### config.mk
export PLATFORM = sky130hd
export DESIGN_NAME = gray_ptr_sync_rd
export DESIGN_NICKNAME = d
export VERILOG_FILES = /design/src/rtl/gray_ptr_pkg.sv /design/src/rtl/cdc_sync_chain.sv /design/src/rtl/gray_ptr_sync_rd.sv
export SDC_FILE = /design/constraint.sdc
export NUM_CORES = 1
export LEC_CHECK = 0
export CORE_MARGIN = 2
export CORE_UTILIZATION = 45
export DETAILED_ROUTE_END_ITERATION = 16
export HOLD_SLACK_MARGIN = 0.08
export PLACE_DENSITY = 0.73
export SKIP_LAST_GASP = 1
export SLEW_MARGIN = 40
export SYNTH_ARGS = -nofsm -noshare
export SYNTH_HDL_FRONTEND = slang
export SYNTH_SLANG_ARGS = --single-unit
### constraint.sdc
create_clock -name rd_clk -period 2.53 [get_ports rd_clk]
set_input_delay 0.253 -clock rd_clk [delete_from_list [all_inputs] [get_ports rd_clk]]
set_output_delay 0.253 -clock rd_clk [all_outputs]
set_load 0.005 [all_outputs]
### src/rtl/gray_ptr_pkg.sv
// Shared helpers for Gray-pointer synchronisers: width-generic Gray decode,
// population count and the legal synchroniser depth range.
package gray_ptr_pkg;

    localparam int SYNC_STAGES_MIN = 2;
    localparam int SYNC_STAGES_MAX = 4;
    localparam int PTR_MAX_W       = 32;

    typedef logic [PTR_MAX_W-1:0] ptr_max_t;

    // Bits above 'width' are masked so callers can pass zero-extended pointers.
    function automatic ptr_max_t gray2bin(input ptr_max_t gray, input int width);
        ptr_max_t masked;
        ptr_max_t bin;
        masked = gray & ~(ptr_max_t'('1) << width);
        bin    = '0;
        for (int i = 0; i < PTR_MAX_W; i++) begin
            bin[i] = ^(masked >> i);
        end
        return bin;
    endfunction

    function automatic int unsigned popcount(input ptr_max_t value);
        int unsigned count;
        count = 0;
        for (int i = 0; i < PTR_MAX_W; i++) begin
            count += {31'b0, value[i]};
        end
        return count;
    endfunction

endpackage

### src/rtl/cdc_sync_chain.sv
// Plain multi-flop synchroniser with asynchronous active-high reset; no logic
// between stages, so it serves either FIFO pointer crossing direction.
module cdc_sync_chain
    import gray_ptr_pkg::*;
#(
    parameter int WIDTH  = 1,
    parameter int STAGES = 2
) (
    input  logic             clk,
    input  logic             rst,
    input  logic [WIDTH-1:0] d,
    output logic [WIDTH-1:0] q
);

    logic [WIDTH-1:0] stage [STAGES];

    if (STAGES < SYNC_STAGES_MIN) begin : g_bad_stages
        $error("cdc_sync_chain: STAGES must be at least %0d", SYNC_STAGES_MIN);
    end

    always_ff @(posedge clk or posedge rst) begin
        if (rst) begin
            for (int i = 0; i < STAGES; i++) begin
                stage[i] <= '0;
            end
        end else begin
            // NOTE: non-blocking assignments make each stage take its predecessor's old value.
            stage[0] <= d;
            for (int i = 1; i < STAGES; i++) begin
                stage[i] <= stage[i-1];
            end
        end
    end

    assign q = stage[STAGES-1];

endmodule

### src/rtl/gray_ptr_sync_rd.sv
// Read-domain receiver for the async FIFO write pointer: synchronise, decode,
// derive fill level / empty, and flag pointer corruption.
module gray_ptr_sync_rd
    import gray_ptr_pkg::*;
#(
    parameter int ADDRSIZE    = 4,
    parameter int SYNC_STAGES = 2
) (
    input  logic              rd_clk,
    input  logic              rrst,
    input  logic [ADDRSIZE:0] wptr_gray,
    input  logic [ADDRSIZE:0] rptr_bin,
    input  logic              err_clr,
    output logic [ADDRSIZE:0] rq_wptr_gray,
    output logic [ADDRSIZE:0] rq_wptr_bin,
    output logic              rq_valid,
    output logic              rq_upd,
    output logic [ADDRSIZE:0] fill_level,
    output logic              rempty,
    output logic              gray_err,
    output logic              fill_err
);

    localparam int                PTR_W      = ADDRSIZE + 1;
    localparam logic [ADDRSIZE:0] DEPTH      = {1'b1, {ADDRSIZE{1'b0}}};
    localparam logic [2:0]        FLUSH_LAST = 3'(SYNC_STAGES);

    if (SYNC_STAGES < SYNC_STAGES_MIN || SYNC_STAGES > SYNC_STAGES_MAX) begin : g_bad_sync
        $error("gray_ptr_sync_rd: SYNC_STAGES must be in %0d..%0d",
               SYNC_STAGES_MIN, SYNC_STAGES_MAX);
    end

    logic [ADDRSIZE:0] wbin_next;
    logic [ADDRSIZE:0] fill_next;
    logic [ADDRSIZE:0] gray_prev;
    logic              gray_viol;
    logic [2:0]        flush_cnt;

    cdc_sync_chain #(
        .WIDTH  (PTR_W),
        .STAGES (SYNC_STAGES)
    ) u_sync (
        .clk (rd_clk),
        .rst (rrst),
        .d   (wptr_gray),
        .q   (rq_wptr_gray)
    );

    always_comb begin
        wbin_next = PTR_W'(gray2bin(ptr_max_t'(rq_wptr_gray), PTR_W));
        fill_next = rq_wptr_bin - rptr_bin;
    end

    // Flush covers the chain plus the decode register, so the first valid
    // cycle already carries a decoded pointer taken entirely after reset.
    always_ff @(posedge rd_clk or posedge rrst) begin
        if (rrst) begin
            flush_cnt <= '0;
            rq_valid  <= 1'b0;
        end else if (!rq_valid) begin
            flush_cnt <= flush_cnt + 3'd1;
            if (flush_cnt == FLUSH_LAST) begin
                rq_valid <= 1'b1;
            end
        end
    end

    always_ff @(posedge rd_clk or posedge rrst) begin
        if (rrst) begin
            rq_wptr_bin <= '0;
            rq_upd      <= 1'b0;
            fill_level  <= '0;
            rempty      <= 1'b1;
        end else begin
            rq_wptr_bin <= wbin_next;
            rq_upd      <= rq_valid && (wbin_next != rq_wptr_bin);
            fill_level  <= fill_next;
            rempty      <= (rq_wptr_bin == rptr_bin) || !rq_valid;
        end
    end

    // Violation is staged one cycle before the sticky flag; set beats clear.
    always_ff @(posedge rd_clk or posedge rrst) begin
        if (rrst) begin
            gray_prev <= '0;
            gray_viol <= 1'b0;
            gray_err  <= 1'b0;
            fill_err  <= 1'b0;
        end else begin
            gray_prev <= rq_wptr_gray;
            gray_viol <= rq_valid && (popcount(ptr_max_t'(rq_wptr_gray ^ gray_prev)) > 1);
            gray_err  <= gray_viol || (gray_err && !err_clr);
            fill_err  <= (rq_valid && (fill_next > DEPTH)) || (fill_err && !err_clr);
        end
    end

endmodule

==> impl_results.md <==
- CTS max path bufs: 2
- Largest net degree at the start of global routing: 34
- Synth Register Bits: 33
- Max Cap Viol: 0
- Post-Syn Instances: 111
- Netlist cell types: 27
- Die ar.: 0.00359 mm2
- Crit path from: u_sync.q[0]$_DFF_PP0_
- Warnings from Yosys: 0
- Startpoint types: flop
- Synth top area share: 0.568
- Outcome: finished, final reports clean
- Fin. Hold Viols: 0
- Arr. time, crit path: 2.50 ns
- Leak: 0.813 nW
- Vias in the first global route: 884
- Layout cell share with drive strength beyond 1: 0.0759
- Max FO, Critical Path: 5
- RSZ-0062 raised after global routing: no
- Drt first pass iters: 4
- Area Growth Syn to Fin: 29.0%
- Drt wl/cell: 12.8 um
- Met2 Track Usage GR: 0.252
- Highest clock rate: 0.437 GHz
- # hold bufs at CTS: 0
- Worst Tran Pin Value: 0.391 ns
- Finished Layout Cells: 178
- Antenna Diode Count: 0
- Syn avg cell area: 12.7 um2
- Clk pin slew, worst setup/hold paths: 0.10 ns
- Relative slew margins: 0.739
- Total routed wirelength: 2270 um
- Via Count: 872
- # nets final: 167
- Most frequent cells in the layout: dfrtp_1, clkdlybuf4s50_1, inv_1
- GP Congestion: 0.719
- Post-Syn Area: 0.00141 mm2
- Placed Instances: 170
- Clock Latency Late Sink: 0.32 ns
- Htree depth: 2
- Final min period: 2.29 ns
- Vias/cell: 4.90
- Die height: 60.0 um
- Power per cell area: 754 mW/mm2
- Seq/Total Area, Yosys: 0.587
- Core Region: 0.00300 mm2
- First-pass GRT wire length: 3620 um
- Met1 Usage GRT: 0.157
- GR Overflow Total: 0
- Setup TNS: 0 ns
- Drt drc: 0
- Yosys top cell by area: dfrtp_1
- Post-CTS Setup Bufs: 0
- Crit share post-route: 0.904
- Hold WC Path Type: primary input to asynchronous set/reset pin
- Num rows: 20
- Total GRT Usage: 0.144
- Detailed Place HPWL: 1720 um
- Worst setup path class: flop to flop
- Drt first-iter violations: 11
- Max-slew violations: 0
- Die Wd: 60.0 um
- CTS Root Buffer Type: clkbuf_4
- Initial antenna violation count: 0
- Area contributors post-synth: dfrtp_1, ha_1, xnor2_1
- IO Pins: 33
- Gr busiest metal: met2
- Mapped Nets: 134
- Post-DRT Antenna Nets: 0
- Post_cts resized: 0
- Met3 layer usage reported by global route: 0.0476
- CP Capture Type: flop
- CTS tree: built
- Setup Skew: 0.00660 ns
- Worst Path Required: 2.74 ns
- Setup Viol. Count Final: 0
- Cts bufs inserted: 5
- Port Buf Inserts: 32
- Worst vdd ir: 487 uV
- Starting density of the core: 0.469
- R2r startpoint: u_sync.q[0]$_DFF_PP0_
- Sink Count: 33
## routing by layer
layer	routed length (um)	part of all wire
met4	32	0.014
met3	135	0.059
met1	926	0.41
met5	0	0
met2	1180	0.52
## synth_stat cells
cell type and instances:
dfrtp_1 32, inv_1 14, xnor2_1 8, xor2_1 8, ha_1 7, buf_4 6, nand2_1 4, o21ai_0 4
a21o_1 3, fa_1 3, nand3_1 2, nor2_1 2, nor2b_1 2, o21a_1 2, or3_1 2, a2111o_1 1
a211oi_1 1, a21boi_0 1, a21oi_1 1, a31oi_1 1, a32o_1 1, and2_1 1, and2_2 1, clkbuf_1 1
dfstp_2 1, mux2i_1 1, nand2b_1 1
## path summary, 6_finish.rpt
| check | slack [ns] | cells after the start | end |
|---|---|---|---|
| max | 0.24 | 7 | gray_viol$_DFF_PP0_ |
| min in group rd_clk | 0.35 | 1 | u_sync.stage[6]$_DFF_PP0_ |
| max reg2reg | 0.24 | 7 | gray_viol$_DFF_PP0_ |
| max in group asynchronous | 1.90 | 3 | rempty$_DFF_PP1_ |
| min | 0.31 | 3 | rq_valid$_DFF_PP0_ |
| min reg2reg | 0.36 | 0 | u_sync.q[0]$_DFF_PP0_ |
## registers in the layout (all words and copies together), names as in the netlist
name          cells
fill_err          1
fill_level        5
flush_cnt         3
gray_err          1
gray_prev         5
gray_viol         1
rempty            1
rq_upd            1
rq_valid          1
rq_wptr_bin       4
u_sync.q          5
u_sync.stage      5
## power breakdown
| group | total (mW) | internal (mW) | switching (mW) |
|---|---|---|---|
| combinational | 0.324 | 0.197 | 0.127 |
| sequential | 0.643 | 0.600 | 0.0426 |
| clock | 0.404 | 0.235 | 0.169 |
## critical path, stage by stage, from the launching register on
cell and delay [ns]:
dfrtp_1 0.46, xor2_1 0.19, ha_1 0.28, inv_1 0.06
fa_1 0.47, nand2b_1 0.17, fa_1 0.48, a21boi_0 0.07
## kinds of logic (layout without fill, tap and decap cells)
kind of cell | count (synthesis) | in the layout | share of synthesized area
buffers and inverters | 21 | 55 | 0.0719
multiplexers | 1 | 1 | 0.00711
adder cells (fa/ha/maj) | 10 | 10 | 0.105
AND/OR/NAND/NOR | 15 | 15 | 0.0551
flip-flops | 33 | 33 | 0.587
AO/OA/AOI/OAI | 15 | 15 | 0.0746
XOR/XNOR | 16 | 16 | 0.0995
## area by class of cell
class                           instances  area (um2)
Clock buffer                            6        51.3
Clock inverter                          2        37.5
Fill cell                             263        1180
Inverter                               14        52.6
Multi-Input combinational cell         57         480
Sequential cell                        33         827
Tap cell                               33        41.3
Timing Repair Buffer                   33         328
## per-stage QoR
| step | worst slack, ns | utilization | power [mW] | hold WS [ns] | area [um2] |
|---|---|---|---|---|---|
| after global routing | 0.0962 | 0.605 | 1.46 | 0.347 | 1820 |
| after CTS | 0.224 | 0.605 | 1.39 | 0.314 | 1820 |
| after global placement | 0.0828 | 0.576 | 0.966 | 0.333 | 1730 |
| final | 0.244 | 0.605 | 1.37 | 0.314 | 1820 |
| after floorplan | 0.375 | - | 0.809 | 0.284 | 1410 |
| after detailed placement | 0.0396 | 0.576 | 0.982 | 0.335 | 1730 |
(Power assumes the default switching activity.)
